`src/rtl/ps2_pkg.sv`:
```
// Shared constants, state encodings and small decode helpers for the PS/2 key tracker.
package ps2_pkg;

    localparam logic [7:0] KEY_W     = 8'h1D;
    localparam logic [7:0] KEY_A     = 8'h1C;
    localparam logic [7:0] KEY_S     = 8'h1B;
    localparam logic [7:0] KEY_D     = 8'h23;
    localparam logic [7:0] PFX_BREAK = 8'hF0;
    localparam logic [7:0] PFX_EXT   = 8'hE0;

    localparam logic [7:0] ARR_UP    = 8'h75;
    localparam logic [7:0] ARR_LEFT  = 8'h6B;
    localparam logic [7:0] ARR_DOWN  = 8'h72;
    localparam logic [7:0] ARR_RIGHT = 8'h74;

    typedef enum logic [1:0] {RX_IDLE, RX_DATA, RX_PARITY, RX_STOP} rx_state_t;
    typedef enum logic [1:0] {DEC_IDLE, DEC_BREAK, DEC_EXT, DEC_EXT_BREAK} dec_state_t;

    function automatic logic [3:0] key_bit(input logic [7:0] b);
        case (b)
            KEY_W:   key_bit = 4'b1000;
            KEY_A:   key_bit = 4'b0100;
            KEY_S:   key_bit = 4'b0010;
            KEY_D:   key_bit = 4'b0001;
            default: key_bit = 4'b0000;
        endcase
    endfunction

    // Remaining held key that takes over keycode: D > A > W > S.
    function automatic logic [7:0] priority_key(input logic [3:0] held);
        if (held[0]) begin
            priority_key = KEY_D;
        end else if (held[2]) begin
            priority_key = KEY_A;
        end else if (held[3]) begin
            priority_key = KEY_W;
        end else begin
            priority_key = KEY_S;
        end
    endfunction

    function automatic logic odd_parity_ok(input logic [8:0] v);
        odd_parity_ok = ^v;
    endfunction

    // Arrow key to game key alias; 8'h00 means "not an aliased key".
    function automatic logic [7:0] ext_alias(input logic [7:0] b);
        case (b)
            ARR_UP:    ext_alias = KEY_W;
            ARR_LEFT:  ext_alias = KEY_A;
            ARR_DOWN:  ext_alias = KEY_S;
            ARR_RIGHT: ext_alias = KEY_D;
            default:   ext_alias = 8'h00;
        endcase
    endfunction

endpackage

```
`src/rtl/ps2_rx_frame.sv`:
```
// PS/2 frame receiver: input synchronizers, clock glitch filter, 11-bit frame FSM
// with parity/stop checking and a mid-frame inactivity timeout.
module ps2_rx_frame
    import ps2_pkg::*;
#(
    parameter int FILTER_LEN     = 8,
    parameter int TIMEOUT_CYCLES = 50000
) (
    input  logic       clk_i,
    input  logic       rst_n_i,
    input  logic       ps2_clk_i,
    input  logic       ps2_dat_i,
    output logic       byte_valid_o,
    output logic [7:0] byte_data_o,
    output logic       frame_err_o,
    output logic       timeout_o
);

    localparam int FW = (FILTER_LEN > 2) ? $clog2(FILTER_LEN) : 1;
    localparam int TW = $clog2(TIMEOUT_CYCLES);

    logic [1:0]    clk_sync_q, dat_sync_q;
    logic          filt_q, fall_q;
    logic [FW-1:0] filt_cnt_q;
    rx_state_t     state_q, state_d;
    logic [2:0]    bitcnt_q, bitcnt_d;
    logic [7:0]    shift_q, shift_d;
    logic          par_q, par_d;
    logic [TW-1:0] tmo_q, tmo_d;
    logic          valid_q, valid_d, err_q, err_d, tout_q, tout_d;
    logic [7:0]    data_q, data_d;
    logic          clk_s, dat_s;

    assign clk_s = clk_sync_q[1];
    assign dat_s = dat_sync_q[1];

    // Two-flop synchronizers (idle-high) and the PS2 clock level filter with fall pulse.
    always_ff @(posedge clk_i or negedge rst_n_i) begin
        if (!rst_n_i) begin
            clk_sync_q <= 2'b11;
            dat_sync_q <= 2'b11;
            filt_q     <= 1'b1;
            filt_cnt_q <= '0;
            fall_q     <= 1'b0;
        end else begin
            clk_sync_q <= {clk_sync_q[0], ps2_clk_i};
            dat_sync_q <= {dat_sync_q[0], ps2_dat_i};
            fall_q     <= 1'b0;
            if (clk_s == filt_q) begin
                filt_cnt_q <= '0;
            end else if (filt_cnt_q == FW'(FILTER_LEN - 1)) begin
                filt_q     <= clk_s;
                filt_cnt_q <= '0;
                fall_q     <= filt_q;
            end else begin
                filt_cnt_q <= filt_cnt_q + FW'(1);
            end
        end
    end

    // Frame FSM next state, timeout counting and registered result pulses.
    always_comb begin
        state_d  = state_q;
        bitcnt_d = bitcnt_q;
        shift_d  = shift_q;
        par_d    = par_q;
        tmo_d    = tmo_q;
        data_d   = data_q;
        valid_d  = 1'b0;
        err_d    = 1'b0;
        tout_d   = 1'b0;
        if (state_q == RX_IDLE || fall_q) begin
            tmo_d = '0;
        end else if (tmo_q == TW'(TIMEOUT_CYCLES - 1)) begin
            tmo_d   = '0;
            err_d   = 1'b1;
            tout_d  = 1'b1;
            state_d = RX_IDLE;
        end else begin
            tmo_d = tmo_q + TW'(1);
        end
        if (fall_q) begin
            case (state_q)
                RX_IDLE: begin
                    if (!dat_s) begin
                        state_d  = RX_DATA;
                        bitcnt_d = 3'd0;
                    end else begin
                        state_d = RX_IDLE;
                    end
                end
                RX_DATA: begin
                    shift_d = {dat_s, shift_q[7:1]};
                    if (bitcnt_q == 3'd7) begin
                        state_d = RX_PARITY;
                    end else begin
                        bitcnt_d = bitcnt_q + 3'd1;
                    end
                end
                RX_PARITY: begin
                    par_d   = dat_s;
                    state_d = RX_STOP;
                end
                RX_STOP: begin
                    if (odd_parity_ok({par_q, shift_q}) && dat_s) begin
                        valid_d = 1'b1;
                        data_d  = shift_q;
                    end else begin
                        err_d = 1'b1;
                    end
                    state_d = RX_IDLE;
                end
                default: state_d = RX_IDLE;
            endcase
        end else begin
            shift_d = shift_q;
        end
    end

    // Frame FSM state and output registers.
    always_ff @(posedge clk_i or negedge rst_n_i) begin
        if (!rst_n_i) begin
            state_q  <= RX_IDLE;
            bitcnt_q <= 3'd0;
            shift_q  <= 8'h00;
            par_q    <= 1'b0;
            tmo_q    <= '0;
            data_q   <= 8'h00;
            valid_q  <= 1'b0;
            err_q    <= 1'b0;
            tout_q   <= 1'b0;
        end else begin
            state_q  <= state_d;
            bitcnt_q <= bitcnt_d;
            shift_q  <= shift_d;
            par_q    <= par_d;
            tmo_q    <= tmo_d;
            data_q   <= data_d;
            valid_q  <= valid_d;
            err_q    <= err_d;
            tout_q   <= tout_d;
        end
    end

    assign byte_valid_o = valid_q;
    assign byte_data_o  = data_q;
    assign frame_err_o  = err_q;
    assign timeout_o    = tout_q;

endmodule

```
`src/rtl/ps2_key_tracker.sv`:
```
// PS/2 keyboard front end: make/break/extended decoding and game-key hold tracking.
// Optional macro PS2_EXT_KEYS_EN aliases the arrow keys onto W/A/S/D.
module ps2_key_tracker
    import ps2_pkg::*;
#(
    parameter int FILTER_LEN     = 8,
    parameter int TIMEOUT_CYCLES = 50000
) (
    input  logic       Clk,
    input  logic       Reset,
    input  logic       PS2_CLK,
    input  logic       PS2_DAT,
    output logic [7:0] keycode,
    output logic       keyPress,
    output logic [3:0] KeyHeld,
    output logic       byteValid,
    output logic [7:0] byteData,
    output logic       frameErr
);

    logic       rx_timeout_s;
    dec_state_t dec_q, dec_d;
    logic [7:0] keycode_q, keycode_d;
    logic       press_q, press_d;
    logic [3:0] held_q, held_d;
    logic       do_make_s, do_break_s;
    logic [7:0] code_s, ext_code_s;

    ps2_rx_frame #(
        .FILTER_LEN    (FILTER_LEN),
        .TIMEOUT_CYCLES(TIMEOUT_CYCLES)
    ) u_rx (
        .clk_i       (Clk),
        .rst_n_i     (Reset),
        .ps2_clk_i   (PS2_CLK),
        .ps2_dat_i   (PS2_DAT),
        .byte_valid_o(byteValid),
        .byte_data_o (byteData),
        .frame_err_o (frameErr),
        .timeout_o   (rx_timeout_s)
    );

    // Sequence decoder plus make/break effect on keycode, keyPress and the held bitmap.
    always_comb begin
        dec_d      = dec_q;
        keycode_d  = keycode_q;
        press_d    = press_q;
        held_d     = held_q;
        do_make_s  = 1'b0;
        do_break_s = 1'b0;
        code_s     = byteData;
`ifdef PS2_EXT_KEYS_EN
        ext_code_s = ext_alias(byteData);
`else
        ext_code_s = 8'h00;
`endif
        if (rx_timeout_s) begin
            dec_d = DEC_IDLE;
        end else if (byteValid) begin
            case (dec_q)
                DEC_IDLE: begin
                    if (byteData == PFX_BREAK) begin
                        dec_d = DEC_BREAK;
                    end else if (byteData == PFX_EXT) begin
                        dec_d = DEC_EXT;
                    end else begin
                        do_make_s = 1'b1;
                    end
                end
                DEC_BREAK: begin
                    do_break_s = 1'b1;
                    dec_d      = DEC_IDLE;
                end
                DEC_EXT: begin
                    if (byteData == PFX_BREAK) begin
                        dec_d = DEC_EXT_BREAK;
                    end else begin
                        do_make_s = (ext_code_s != 8'h00);
                        code_s    = ext_code_s;
                        dec_d     = DEC_IDLE;
                    end
                end
                DEC_EXT_BREAK: begin
                    do_break_s = (ext_code_s != 8'h00);
                    code_s     = ext_code_s;
                    dec_d      = DEC_IDLE;
                end
                default: dec_d = DEC_IDLE;
            endcase
        end else begin
            dec_d = dec_q;
        end

        if (do_make_s) begin
            held_d = held_q | key_bit(code_s);
            if (code_s != keycode_q || !press_q) begin
                keycode_d = code_s;
                press_d   = 1'b1;
            end else begin
                press_d = press_q;
            end
        end else if (do_break_s) begin
            held_d = held_q & ~key_bit(code_s);
            if (code_s == keycode_q && held_d != 4'b0000) begin
                keycode_d = priority_key(held_d);
            end else if (code_s == keycode_q) begin
                press_d = 1'b0;
            end else begin
                press_d = press_q;
            end
        end else begin
            held_d = held_q;
        end
    end

    // Decoder state and registered key outputs.
    always_ff @(posedge Clk or negedge Reset) begin
        if (!Reset) begin
            dec_q     <= DEC_IDLE;
            keycode_q <= 8'h00;
            press_q   <= 1'b0;
            held_q    <= 4'b0000;
        end else begin
            dec_q     <= dec_d;
            keycode_q <= keycode_d;
            press_q   <= press_d;
            held_q    <= held_d;
        end
    end

    assign keycode  = keycode_q;
    assign keyPress = press_q;
    assign KeyHeld  = held_q;

endmodule

```
`config.mk`:
```
export PLATFORM = sky130hd
export DESIGN_NAME = ps2_key_tracker
export DESIGN_NICKNAME = d
export VERILOG_FILES = /design/src/rtl/ps2_pkg.sv /design/src/rtl/ps2_rx_frame.sv /design/src/rtl/ps2_key_tracker.sv
export SDC_FILE = /design/constraint.sdc
export NUM_CORES = 1
export LEC_CHECK = 0
export CORE_AREA = 2 2 89 91
export CTS_CLUSTER_SIZE = 24
export DETAILED_ROUTE_END_ITERATION = 16
export DIE_AREA = 0 0 91 93
export GPL_TIMING_DRIVEN = 0
export PLACE_DENSITY_LB_ADDON = 0.2
export SETUP_SLACK_MARGIN = 0.1
export SYNTH_ARGS = -nofsm -noshare
export SYNTH_HDL_FRONTEND = slang
export SYNTH_SLANG_ARGS = --single-unit
```
`constraint.sdc`:
```
create_clock -name Clk -period 2.8 [get_ports Clk]
set_input_delay 0.56 -clock Clk [delete_from_list [all_inputs] [get_ports Clk]]
set_output_delay 0.56 -clock Clk [all_outputs]
set_load 0.005 [all_outputs]
```
==> results of run 1 <==
[power groups by stage]
stage	Clock, mW	Combinational, mW	Sequential (mW)
after floorplan	0	0.0344	0.999
after global placement	0	0.0625	1.00
after detailed placement	0	0.0648	1.00
after CTS	0.797	0.0641	0.985
after global routing	0.835	0.0733	0.989
final	0.770	0.0609	0.985
[kinds of logic (layout without fill, tap and decap cells)]
kind of cell	after synthesis	after routing	synth area share
compound gates	54	54	0.103
xor+xnor	24	24	0.0642
fa+ha+maj	5	5	0.0191
buf+inv	21	63	0.0321
flops	65	65	0.499
mux	23	23	0.0810
simple gates	119	119	0.202
[stage by stage]
step / setup WS (ps) / total power [mW]
global placement: -996 / 1.06
detailed placement: 124 / 1.07
CTS: 213 / 1.85
floorplan: 359 / 1.03
finish: 183 / 1.82
global route: 122 / 1.90
[worst max path at each step]
| stage | from | endpoint | depth (start not counted) | slack [ps] |
|---|---|---|---|---|
| final | u_rx.byte_data_o[2] | keycode[1] | 6 | 180 |
| after global routing | u_rx.byte_data_o[2] | keycode[1] | 6 | 120 |
| after CTS | u_rx.byte_data_o[2] | keycode[1] | 6 | 210 |
| after detailed placement | u_rx.byte_data_o[0] | keycode[1] | 8 | 120 |
| after global placement | Reset | u_rx.filt_cnt_q[0] | 1 | -1000 |
| after floorplan | u_rx.byte_data_o[6] | keycode[1] | 7 | 360 |
[placed cells by master (no fill, tap or decap), drive strengths merged, types with 3 or more instances in the layout]
master         netlist  routed
a21o                 3       3
a21oi               13      13
a22o                 4       4
and2                 3       3
and3                 7       7
and3b                3       3
buf                  5       6
clkbuf               7      18
clkdlybuf4s50        0      25
clkinv               0       3
dfrtp               60      60
dfstp                5       5
ha                   5       5
inv                  9       9
mux2                19      19
mux2i                4       4
nand2               22      22
nand2b               5       5
nand3               15      15
nand4                6       6
nor2                29      29
nor2b                3       3
nor3b                3       3
nor4                 3       3
nor4b                3       3
o21ai               22      22
or2                  3       3
or3                  3       3
xnor2               13      13
xor2                11      11
[Yosys cell counts, types with 3 or more instances]
cell type,n
a21oi_1,12
a22o_1,3
and2_1,3
and3_1,7
and3b_1,3
clkbuf_1,6
dfrtp_1,60
dfstp_2,5
ha_1,5
inv_1,9
mux2_2,16
mux2_4,3
mux2i_1,4
nand2_1,21
nand2b_1,5
nand3_1,15
nand4_1,5
nor2_1,29
nor2b_1,3
nor4_1,3
nor4b_1,3
o21ai_0,22
or2_2,3
or3_1,3
xnor2_1,13
xor2_1,11
[layer usage]
layer / vias up / GRT usage / wire (um)
met5: - / 0 / 0
met4: 0 / 0.0657 / 158
met3: 17 / 0.0492 / 275
met2: 63 / 0.284 / 3100
met1: 1172 / 0.217 / 2960
li1: 1177 / - / -
[layout make-up]
cell class | instances | area, sq um
plain buffers | 12 | 72.6
clock buffers | 11 | 131
clock inverters | 5 | 56.3
fillers | 713 | 3660
inverters | 9 | 33.8
multi-input cells | 225 | 1560
flip-flops and latches | 65 | 1630
well taps | 102 | 128
repair buffers | 26 | 258
[state kept, by name (all words and copies together) (netlist names), named ones only]
name               count
u_rx.filt_q            1
u_rx.byte_data_o       8
u_rx.clk_sync_q        2
u_rx.fall_q            1
u_rx.tmo_q            16
u_rx.bitcnt_q          3
u_rx.frame_err_o       1
u_rx.state_q           1
u_rx.filt_cnt_q        3
keyPress               1
u_rx.timeout_o         1
keycode                8
u_rx.byte_valid_o      1
u_rx.par_q             1
dec_q                  2
u_rx.shift_q           8
u_rx.dat_sync_q        2
==> flow_results.xml, run 1 <==
<?xml version="1.0" encoding="UTF-8"?>
<metrics>
  <group name="outcome">
    <metric name="status" unit="">complete, no violations</metric>
  </group>
  <group name="synthesis">
    <metric name="netlist_top_cells_area" unit="">dfrtp_1 46%, mux2_2 5.5%, dfstp_2 4.0%</metric>
    <metric name="post_synth.cell_area_avg" unit="sq um">10.5</metric>
    <metric name="synth_cell_types" unit="">56</metric>
    <metric name="yosysWarningCount" unit="">0</metric>
    <metric name="post_synthesis_net_count" unit="">320</metric>
    <metric name="synth_enable_flop_cells" unit="">0</metric>
    <metric name="yosysTopAreaCell" unit="">dfrtp_1</metric>
    <metric name="synth.cell_area" unit="sq um">3270</metric>
    <metric name="yosys.area.top_type_share" unit="">0.459</metric>
    <metric name="seq_area_frac_synth" unit="">0.499</metric>
    <metric name="asyncSetResetFlopFracSynth" unit="">1.00</metric>
    <metric name="synth.ff_latch_count" unit="">65</metric>
    <metric name="synthesized_instance_count" unit="">311</metric>
    <metric name="synth_flop_cell" unit="">dfrtp_1</metric>
  </group>
  <group name="timing">
    <metric name="rsz0062_at_grt" unit="">false</metric>
    <metric name="totalNegativeSetupSlack" unit="ps">0</metric>
    <metric name="finalHoldViolations" unit="">0</metric>
    <metric name="final.setup_skew" unit="ps">7.77</metric>
    <metric name="timing_worst_slew_pin_value" unit="ps">963</metric>
    <metric name="setup_violations" unit="">0</metric>
    <metric name="finalCritPeriodShare" unit="">0.935</metric>
    <metric name="slew_violations" unit="">0</metric>
    <metric name="slew_headroom" unit="">0.353</metric>
    <metric name="whs" unit="ps">316</metric>
    <metric name="period_needed" unit="ps">2620</metric>
    <metric name="fmax" unit="GHz">0.382</metric>
  </group>
  <group name="setup_path">
    <metric name="rr_endpoint" unit="">keycode[1]</metric>
    <metric name="crit_slowest_cell" unit="">or4_4</metric>
    <metric name="crit_arrival" unit="ps">2840</metric>
    <metric name="critPathTopFamily" unit="">simple AND/OR/NAND/NOR gates</metric>
    <metric name="reg2regPathDepth" unit="">6</metric>
    <metric name="start_kind" unit="">register</metric>
    <metric name="critical_path_class" unit="">reg -&gt; reg</metric>
    <metric name="largest_stage_delay_on_the_critical_path" unit="ps">590</metric>
    <metric name="critical-path-top-cell-by-count" unit="">or4_4</metric>
    <metric name="rr_startpoint" unit="">u_rx.byte_data_o[2]</metric>
    <metric name="critical_path_cell_by_cell" unit="">or4_4 &gt; or4_4 &gt; a21oi_2 &gt; and3_1 &gt; a21oi_1 &gt; mux2_4</metric>
    <metric name="required" unit="ps">3020</metric>
    <metric name="critical_path.n_buffers_inverters" unit="">0</metric>
    <metric name="r2r_setup_slack" unit="ps">180</metric>
    <metric name="timing.critical_path.fanout_max" unit="">9</metric>
    <metric name="crit_path_end_kind" unit="">register</metric>
  </group>
  <group name="final_layout">
    <metric name="instances_no_fill" unit="">455</metric>
    <metric name="antenna_cells" unit="">0</metric>
    <metric name="utilization" unit="">0.514</metric>
    <metric name="finish.net_count" unit="">357</metric>
    <metric name="final_area" unit="sq um">3870</metric>
    <metric name="area_delta_synth_final" unit="%">18.1</metric>
    <metric name="layout_cell_share_with_drive_strength_beyond_1" unit="">0.178</metric>
  </group>
  <group name="placed_design">
    <metric name="dp.final_hpwl" unit="um">4440</metric>
    <metric name="place_inst" unit="">439</metric>
    <metric name="placer_s_final_routability_congestion_estimate" unit="">0.841</metric>
    <metric name="numPortBuffers" unit="">26</metric>
    <metric name="dpl_cell_area" unit="sq um">3660</metric>
  </group>
  <group name="floorplan">
    <metric name="initial_util" unit="">0.435</metric>
    <metric name="dieWidth" unit="um">91</metric>
    <metric name="die_area" unit="sq um">8460</metric>
    <metric name="placement_rows" unit="">32</metric>
    <metric name="placeableCoreArea" unit="sq um">7530</metric>
    <metric name="floorplan.io_pins" unit="">27</metric>
    <metric name="die_height" unit="um">93</metric>
  </group>
  <group name="power">
    <metric name="irDropWorstVdd" unit="mV">0.366</metric>
    <metric name="pwr-share-seq" unit="">0.542</metric>
    <metric name="net_switching_power_of_the_design" unit="mW">0.408</metric>
    <metric name="switching_share" unit="">0.225</metric>
    <metric name="p_leak" unit="nW">1.71</metric>
    <metric name="combinationalPowerShare" unit="">0.034</metric>
    <metric name="power_density" unit="nW/um^2">469</metric>
    <metric name="power.clock.fraction" unit="">0.424</metric>
    <metric name="p_int" unit="mW">1.41</metric>
  </group>
  <group name="global_routing">
    <metric name="grt_overflow" unit="">0</metric>
    <metric name="number_of_global_route_vias_before_repair" unit="">2430</metric>
    <metric name="grt_antenna_before_repair" unit="">0</metric>
    <metric name="first_pass_grt_wire_length" unit="um">11700</metric>
    <metric name="grt_start_max_net_pins" unit="">66</metric>
    <metric name="track_usage" unit="">0.173</metric>
  </group>
  <group name="drt">
    <metric name="number_of_detailed_routing_iterations_run_before_antenna_repair" unit="">4</metric>
    <metric name="detail-route-antenna-nets" unit="">0</metric>
    <metric name="detail_route.iter0.violations" unit="">120</metric>
    <metric name="dr_total_vias" unit="">2429</metric>
    <metric name="wirelength" unit="um">6500</metric>
    <metric name="wire_per_inst" unit="um">14.3</metric>
    <metric name="drc" unit="">0</metric>
    <metric name="drt-vias-per-instance" unit="">5.34</metric>
  </group>
  <group name="run">
    <metric name="cap_violations" unit="">0</metric>
  </group>
  <group name="clock_network">
    <metric name="holdBufCountCts" unit="">0</metric>
    <metric name="cts_resized" unit="">1</metric>
    <metric name="clock_latency" unit="ps">340</metric>
    <metric name="tritoncts.num_buffers" unit="">9</metric>
    <metric name="cts.repair_timing.setup_buffer_count" unit="">0</metric>
    <metric name="cts_tree" unit="">done</metric>
    <metric name="clock_sinks" unit="">65</metric>
    <metric name="clk_pin_slew_worst_paths" unit="ps">70</metric>
    <metric name="clock_tree_root_buffer_cell" unit="">clkbuf_8</metric>
    <metric name="clock_tree.htree_level_count" unit="">3</metric>
    <metric name="clk_path_buf_depth" unit="">2</metric>
  </group>
  <group name="hold_path">
    <metric name="worst_hold_path_type" unit="">in -&gt; async</metric>
  </group>
</metrics>
No activity file was read; power rests on OpenSTA's default activity.
==> run 2: changes to the inputs <==
CORE_AREA = 2 2 73 110   (was 2 2 89 91)
DIE_AREA = 0 0 75 112   (was 0 0 91 93)
==> run 2 against run 1 <==
  * First-iteration DRC count is 45% lower
  * Highest routed layer unchanged
  * Cell count stayed put
  * Sequential power hardly changed
==> flow_results.xml, run 2 (synthesized netlist as in run 1, its figures left out) <==
<?xml version="1.0" encoding="UTF-8"?>
<metrics>
  <group name="power">
    <metric name="switching_share" unit="">0.216</metric>
    <metric name="total_power" unit="mW">2.10</metric>
    <metric name="p_leak" unit="nW">1.76</metric>
    <metric name="pwr-share-seq" unit="">0.470</metric>
    <metric name="net_switching_power_of_the_design" unit="mW">0.453</metric>
    <metric name="power.clock.fraction" unit="">0.500</metric>
    <metric name="irDropWorstVdd" unit="mV">0.334</metric>
    <metric name="power_density" unit="nW/um^2">528</metric>
    <metric name="p_int" unit="mW">1.64</metric>
    <metric name="combinationalPowerShare" unit="">0.029</metric>
  </group>
  <group name="setup_path">
    <metric name="crit_arrival" unit="ps">2870</metric>
    <metric name="crit_slowest_cell" unit="">or4_4</metric>
    <metric name="critical-path-top-cell-by-count" unit="">or4_4</metric>
    <metric name="timing.critical_path.fanout_max" unit="">9</metric>
    <metric name="crit_path_end_kind" unit="">register</metric>
    <metric name="largest_stage_delay_on_the_critical_path" unit="ps">590</metric>
    <metric name="critical_path.n_buffers_inverters" unit="">0</metric>
    <metric name="critPathTopFamily" unit="">simple AND/OR/NAND/NOR gates</metric>
    <metric name="required" unit="ps">3010</metric>
    <metric name="critical_path_class" unit="">reg -&gt; reg</metric>
    <metric name="start_kind" unit="">register</metric>
    <metric name="critical_path_cell_by_cell" unit="">or4_4 &gt; or4_4 &gt; a221o_1 &gt; nand4_2 &gt; nand2_4 &gt; mux2_4</metric>
  </group>
  <group name="timing">
    <metric name="finalHoldViolations" unit="">0</metric>
    <metric name="setup_violations" unit="">0</metric>
    <metric name="final.setup_skew" unit="ps">6.32</metric>
    <metric name="slew_headroom" unit="">0.458</metric>
    <metric name="fmax" unit="GHz">0.376</metric>
    <metric name="finalWorstSetupSlack" unit="ps">141</metric>
    <metric name="rsz0062_at_grt" unit="">false</metric>
    <metric name="period_needed" unit="ps">2660</metric>
    <metric name="slew_violations" unit="">0</metric>
    <metric name="timing_worst_slew_pin_value" unit="ps">813</metric>
    <metric name="finalCritPeriodShare" unit="">0.950</metric>
  </group>
  <group name="floorplan">
    <metric name="die_height" unit="um">112</metric>
    <metric name="placeableCoreArea" unit="sq um">7470</metric>
    <metric name="dieWidth" unit="um">75</metric>
    <metric name="floorplan.io_pins" unit="">27</metric>
    <metric name="initial_util" unit="">0.439</metric>
    <metric name="die_area" unit="sq um">8400</metric>
    <metric name="placement_rows" unit="">39</metric>
  </group>
  <group name="final_layout">
    <metric name="antenna_cells" unit="">0</metric>
    <metric name="instances_no_fill" unit="">455</metric>
    <metric name="area_delta_synth_final" unit="%">21.4</metric>
    <metric name="final_common_cell" unit="">dfrtp_1</metric>
    <metric name="commonest_cells_after_routing_fill_and_taps_aside" unit="">60 x dfrtp_1, 29 x nor2_1, 25 x clkdlybuf4s50_1</metric>
    <metric name="largest_register_ff_count" unit="">16</metric>
    <metric name="layout_cell_share_with_drive_strength_beyond_1" unit="">0.184</metric>
    <metric name="largest-register" unit="">u_rx.tmo_q</metric>
    <metric name="final_area" unit="sq um">3980</metric>
    <metric name="finish.net_count" unit="">357</metric>
    <metric name="nFillCells" unit="">666</metric>
    <metric name="utilization" unit="">0.532</metric>
  </group>
  <group name="clock_network">
    <metric name="clock_latency" unit="ps">330</metric>
    <metric name="tritoncts.num_buffers" unit="">9</metric>
    <metric name="cts.repair_timing.setup_buffer_count" unit="">0</metric>
    <metric name="holdBufCountCts" unit="">0</metric>
    <metric name="clock_sinks" unit="">65</metric>
    <metric name="clk_pin_slew_worst_paths" unit="ps">50</metric>
    <metric name="cts_tree" unit="">done</metric>
    <metric name="clock_tree.htree_level_count" unit="">3</metric>
    <metric name="clock_tree_root_buffer_cell" unit="">clkbuf_16</metric>
    <metric name="clk_path_buf_depth" unit="">2</metric>
  </group>
  <group name="drt">
    <metric name="detail_route.iter0.violations" unit="">66</metric>
    <metric name="wire_per_inst" unit="um">14.8</metric>
    <metric name="route.top_layer_used" unit="">met4</metric>
    <metric name="detailroute.wirelength.met2" unit="um">3630</metric>
    <metric name="detail-route-antenna-nets" unit="">0</metric>
    <metric name="dr_total_vias" unit="">2442</metric>
    <metric name="wl_met1" unit="um">2600</metric>
    <metric name="number_of_detailed_routing_iterations_run_before_antenna_repair" unit="">6</metric>
    <metric name="wl_met3" unit="um">211</metric>
    <metric name="drt-vias-per-instance" unit="">5.37</metric>
    <metric name="drc" unit="">0</metric>
    <metric name="wirelength" unit="um">6740</metric>
  </group>
  <group name="global_routing">
    <metric name="grt_overflow" unit="">0</metric>
    <metric name="grt_start_max_net_pins" unit="">66</metric>
    <metric name="first_pass_grt_wire_length" unit="um">11100</metric>
    <metric name="number_of_global_route_vias_before_repair" unit="">2427</metric>
    <metric name="track_usage" unit="">0.176</metric>
    <metric name="grt_antenna_before_repair" unit="">0</metric>
  </group>
  <group name="run">
    <metric name="cap_violations" unit="">0</metric>
  </group>
  <group name="placed_design">
    <metric name="placer_s_final_routability_congestion_estimate" unit="">0.859</metric>
    <metric name="place_inst" unit="">439</metric>
    <metric name="numPortBuffers" unit="">26</metric>
    <metric name="dp.final_hpwl" unit="um">4880</metric>
    <metric name="post-place-ws" unit="ps">64.2</metric>
    <metric name="dpl_cell_area" unit="sq um">3660</metric>
  </group>
  <group name="hold_path">
    <metric name="worst_hold_path_type" unit="">in -&gt; async</metric>
  </group>
  <group name="outcome">
    <metric name="status" unit="">complete, no violations</metric>
  </group>
</metrics>
[run 2: worst paths after layout]
check,cells after the start,startpoint,slack (ps),to
setup / recovery,6,u_rx.byte_data_o[2],140,keycode[4]
hold / removal,1,Reset,310,keycode[5]
setup reg to reg,6,u_rx.byte_data_o[2],140,keycode[4]
hold reg to reg,0,u_rx.clk_sync_q[0],360,u_rx.clk_sync_q[1]
max in group asynchronous,1,Reset,1940,u_rx.filt_cnt_q[0]
min in group Clk,0,u_rx.clk_sync_q[0],360,u_rx.clk_sync_q[1]
[run 2: what timing repair did]
| item | 4_1_cts | 5_1_grt |
|---|---|---|
| endpoints found under the setup margin | 3 | 4 |
| pin swaps | 0 | 1 |
| gates resized for setup | 1 | 6 |
[run 2: per-stage QoR]
step           hold WS [ps]  setup TNS, ps
2_1_floorplan           264              0
6_report                311              0
4_1_cts                 353              0
5_1_grt                 361              0
3_3_place_gp            346         -59810
3_5_place_dp            351              0
[run 2: power by group through the flow]
stage	logic, mW	registers, mW	clock network, mW
global route	0.0765	0.989	1.12
floorplan	0.0344	0.999	0
detailed placement	0.0645	1.00	0
global placement	0.0627	1.00	0
finish	0.0615	0.986	1.05
CTS	0.0644	0.987	1.08
[run 2: per-layer routing]
layer / vias to the layer above / track usage
met5: - / 0
met4: 0 / 0.113
met3: 21 / 0.0480
met2: 50 / 0.300
met1: 1196 / 0.183
li1: 1175 / -
[run 2: worst reg2reg max path: cells and delay by family, from the launching register on]
family | cells | cell delay [ps]
muxes | 1 | 320
and+or+nand+nor | 4 | 1350
DFF | 1 | 500
AOI/OAI and AO/OA | 1 | 380
[run 2: area by class of cell]
cell class	instances	area (sq um)	area share
Clock inverter	4	27.5	0.00692
Tap cell	102	128	0.0321
Inverter	9	33.8	0.00850
Buffer	12	72.6	0.0183
Sequential cell	65	1630	0.411
Multi-Input combinational cell	225	1570	0.394
Timing Repair Buffer	26	258	0.0648
Clock buffer	12	256	0.0645
==> run 3: changes to the inputs <==
CORE_AREA = 2 2 74 112   (was 2 2 73 110)
CTS_CLUSTER_SIZE = 30   (was 24)
DIE_AREA = 0 0 76 114   (was 0 0 75 112)
SYNTH_HIERARCHICAL = 1   (was not set)
==> run 3 against run 2 <==
  * Sequential power barely moved
  * Non-clock buffer count rose by 3
  * Clock skew rose by 6.0 ps
  * Global-route usage rose by 0.32 points
  * Power rose by 0.83%
  * Wire length rose by 5.6%
  * Register-to-register slack improved by 120 ps
  * Via count rose by 6.9%
  * Combinational power rose by 5.4%
  * Critical path type unchanged
  * Critical endpoint is now keycode[1]
  * Largest cell class is now multi-input gates
  * Largest power group unchanged
==> flow_results.xml, run 3 <==
<?xml version="1.0" encoding="UTF-8"?>
<metrics>
  <group name="synthesis">
    <metric name="synthesized_instance_count" unit="">321</metric>
    <metric name="synth_compound_gate_area_share" unit="">0.114</metric>
    <metric name="post_synth_and_or_nand_nor_area_fraction" unit="">0.219</metric>
    <metric name="post_synthesis_net_count" unit="">330</metric>
    <metric name="synth_cell_types" unit="">64</metric>
    <metric name="asyncSetResetFlopFracSynth" unit="">1.00</metric>
    <metric name="synth-adder-area-share" unit="">0.0184</metric>
    <metric name="netlist_top_cells_area" unit="">dfrtp_1 44%, mux2_2 5.6%, dfstp_2 3.9%</metric>
    <metric name="largest_family_of_logic_cells_by_synthesized_area" unit="">simple AND/OR/NAND/NOR gates</metric>
    <metric name="post_synth.cell_area_avg" unit="sq um">10.6</metric>
    <metric name="synthXorXnorAreaFrac" unit="">0.0684</metric>
    <metric name="synth_enable_flop_cells" unit="">0</metric>
    <metric name="synth.ff_latch_count" unit="">65</metric>
    <metric name="ys_top_cells_by_count" unit="">60 x dfrtp_1, 27 x nand2_1, 27 x nor2_1</metric>
    <metric name="seq_area_frac_synth" unit="">0.480</metric>
    <metric name="yosys.area.top_type_share" unit="">0.441</metric>
    <metric name="yosysTopAreaCell" unit="">dfrtp_1</metric>
    <metric name="yosysWarningCount" unit="">6</metric>
    <metric name="muxShareOfSynthArea" unit="">0.0691</metric>
    <metric name="synth_flop_cell" unit="">dfrtp_1</metric>
    <metric name="synth.cell_area" unit="sq um">3400</metric>
    <metric name="yosysMostFrequentCell" unit="">dfrtp_1</metric>
  </group>
  <group name="setup_path">
    <metric name="required" unit="ps">3020</metric>
    <metric name="critical_path_cell_by_cell" unit="">nor4b_2 &gt; nand4_1 &gt; o21ai_0 &gt; nand3_1 &gt; and4_1 &gt; buf_2 &gt; a21bo_1 &gt; buf_6 &gt; o221a_1</metric>
    <metric name="rr_endpoint" unit="">keycode[1]</metric>
    <metric name="crit_arrival" unit="ps">2750</metric>
    <metric name="critical_path_class" unit="">reg -&gt; reg</metric>
    <metric name="r2r_setup_slack" unit="ps">260</metric>
    <metric name="start_kind" unit="">register</metric>
    <metric name="critPathTopFamily" unit="">simple AND/OR/NAND/NOR gates</metric>
    <metric name="reg2regPathDepth" unit="">9</metric>
    <metric name="crit_slowest_cell" unit="">dfrtp_1</metric>
    <metric name="rr_startpoint" unit="">u_rx/byte_data_o[2]</metric>
    <metric name="critical_path.n_buffers_inverters" unit="">2</metric>
    <metric name="largest_stage_delay_on_the_critical_path" unit="ps">530</metric>
    <metric name="timing.critical_path.fanout_max" unit="">10</metric>
    <metric name="crit_path_end_kind" unit="">register</metric>
  </group>
  <group name="power">
    <metric name="combinationalPowerShare" unit="">0.031</metric>
    <metric name="switching_share" unit="">0.209</metric>
    <metric name="power.clock.fraction" unit="">0.502</metric>
    <metric name="p_int" unit="mW">1.67</metric>
    <metric name="total_power" unit="mW">2.11</metric>
    <metric name="net_switching_power_of_the_design" unit="mW">0.443</metric>
    <metric name="pwr-share-seq" unit="">0.467</metric>
    <metric name="power_density" unit="nW/um^2">518</metric>
    <metric name="p_leak" unit="nW">1.77</metric>
    <metric name="irDropWorstVdd" unit="mV">0.357</metric>
  </group>
  <group name="floorplan">
    <metric name="floorplan.io_pins" unit="">27</metric>
    <metric name="initial_util" unit="">0.439</metric>
    <metric name="placement_rows" unit="">40</metric>
    <metric name="die_area" unit="sq um">8660</metric>
    <metric name="placeableCoreArea" unit="sq um">7760</metric>
    <metric name="dieWidth" unit="um">76</metric>
    <metric name="die_height" unit="um">114</metric>
  </group>
  <group name="drt">
    <metric name="drc" unit="">0</metric>
    <metric name="number_of_detailed_routing_iterations_run_before_antenna_repair" unit="">5</metric>
    <metric name="drt-vias-per-instance" unit="">5.58</metric>
    <metric name="dr_total_vias" unit="">2610</metric>
    <metric name="detail_route.iter0.violations" unit="">130</metric>
    <metric name="wirelength" unit="um">7120</metric>
    <metric name="detail-route-antenna-nets" unit="">0</metric>
    <metric name="wire_per_inst" unit="um">15.2</metric>
  </group>
  <group name="timing">
    <metric name="fmax" unit="GHz">0.394</metric>
    <metric name="timing_worst_slew_pin_value" unit="ps">821</metric>
    <metric name="rsz0062_at_grt" unit="">false</metric>
    <metric name="final.setup_skew" unit="ps">12.3</metric>
    <metric name="finalCritPeriodShare" unit="">0.905</metric>
    <metric name="setup_violations" unit="">0</metric>
    <metric name="slew_violations" unit="">0</metric>
    <metric name="finalHoldViolations" unit="">0</metric>
    <metric name="slew_headroom" unit="">0.452</metric>
    <metric name="period_needed" unit="ps">2540</metric>
  </group>
  <group name="global_routing">
    <metric name="first_pass_grt_wire_length" unit="um">12300</metric>
    <metric name="grt_overflow" unit="">0</metric>
    <metric name="number_of_global_route_vias_before_repair" unit="">2611</metric>
    <metric name="track_usage" unit="">0.180</metric>
    <metric name="grt_antenna_before_repair" unit="">0</metric>
    <metric name="grt_start_max_net_pins" unit="">66</metric>
  </group>
  <group name="hold_path">
    <metric name="worst_hold_path_type" unit="">in -&gt; async</metric>
  </group>
  <group name="final_layout">
    <metric name="final_common_cell" unit="">dfrtp_1</metric>
    <metric name="layout_cell_share_with_drive_strength_beyond_1" unit="">0.149</metric>
    <metric name="finish.net_count" unit="">367</metric>
    <metric name="commonest_cells_after_routing_fill_and_taps_aside" unit="">60 x dfrtp_1, 27 x nor2_1, 27 x nand2_1</metric>
    <metric name="area_delta_synth_final" unit="%">20.0</metric>
    <metric name="largest_register_ff_count" unit="">16</metric>
    <metric name="largest-register" unit="">u_rx/tmo_q</metric>
    <metric name="antenna_cells" unit="">0</metric>
    <metric name="instances_no_fill" unit="">468</metric>
  </group>
  <group name="run">
    <metric name="cap_violations" unit="">0</metric>
  </group>
  <group name="outcome">
    <metric name="status" unit="">complete, no violations</metric>
  </group>
  <group name="clock_network">
    <metric name="clock_sinks" unit="">65</metric>
    <metric name="clock_tree.htree_level_count" unit="">3</metric>
    <metric name="clock_latency" unit="ps">330</metric>
    <metric name="cts.repair_timing.setup_buffer_count" unit="">0</metric>
    <metric name="clk_pin_slew_worst_paths" unit="ps">60</metric>
    <metric name="tritoncts.num_buffers" unit="">9</metric>
    <metric name="clock_tree_root_buffer_cell" unit="">clkbuf_16</metric>
    <metric name="cts_tree" unit="">done</metric>
    <metric name="clk_path_buf_depth" unit="">2</metric>
  </group>
  <group name="placed_design">
    <metric name="placer_s_final_routability_congestion_estimate" unit="">0.904</metric>
    <metric name="numPortBuffers" unit="">26</metric>
    <metric name="dp.final_hpwl" unit="um">5050</metric>
    <metric name="place_inst" unit="">452</metric>
  </group>
</metrics>
-- run 3: logic make-up after synthesis --
group                    count (synthesis)
flip-flops                              65
AND/OR/NAND/NOR                        132
XOR/XNOR                                23
adder cells (fa/ha/maj)                  5
AO/OA/AOI/OAI                           54
buffers and inverters                   22
multiplexers                            20
-- run 3: power groups by stage --
stage / Combinational [mW] / Clock, mW / Sequential, mW
2_1_floorplan: 0.0382 / 0 / 1.00
3_3_place_gp: 0.0660 / 0 / 1.00
3_5_place_dp: 0.0666 / 0 / 1.00
4_1_cts: 0.0670 / 1.09 / 0.988
5_1_grt: 0.0771 / 1.13 / 0.989
6_report: 0.0648 / 1.06 / 0.987
-- run 3: worst max-delay path by stage --
stage                     slack (ps)           startpoint  cells past startpoint        endpoint
after detailed placement         270  u_rx/byte_data_o[3]                      8      keycode[1]
after global routing             120  u_rx/byte_data_o[0]                      9      keycode[1]
after floorplan                  470  u_rx/byte_data_o[1]                     10      keycode[1]
after global placement         -1010                Reset                      1  u_rx/tmo_q[13]
after CTS                        260  u_rx/byte_data_o[3]                      8      keycode[4]
final                            260  u_rx/byte_data_o[2]                      9      keycode[1]
-- run 3: layout make-up --
cell class / instances / area [sq um]
Multi-Input combinational cell: 234 / 1670
Tap cell: 105 / 131
Timing Repair Buffer: 26 / 258
Buffer: 15 / 77.6
Inverter: 7 / 26.3
Fill cell: 712 / 3670
Sequential cell: 65 / 1630
Clock inverter: 2 / 12.5
Clock buffer: 14 / 274
-- run 3: routing by layer --
| layer | GRT usage | part of all wire | vias up |
|---|---|---|---|
| met5 | 0 | 0 | - |
| li1 | - | - | 1248 |
| met4 | 0.0982 | 0.030 | 0 |
| met1 | 0.187 | 0.39 | 1272 |
| met3 | 0.0483 | 0.041 | 16 |
| met2 | 0.327 | 0.54 | 74 |
-- run 3: per-stage QoR --
step | setup slack, ps | hold slack (ps) | util | setup TNS, ps | cell area [sq um]
final | 265 | 320 | 0.526 | 0 | 4080
after global routing | 121 | 360 | 0.526 | 0 | 4080
after CTS | 262 | 355 | 0.526 | 0 | 4080
after detailed placement | 273 | 347 | 0.489 | 0 | 3790
after global placement | -1010 | 346 | 0.489 | -61720 | 3790
after floorplan | 473 | 264 | - | 0 | 3400
-- run 3: repair_timing --
item,CTS,global route
endpoints found under the setup margin,0,4
hold buffers,0,0
gates resized for setup,0,1
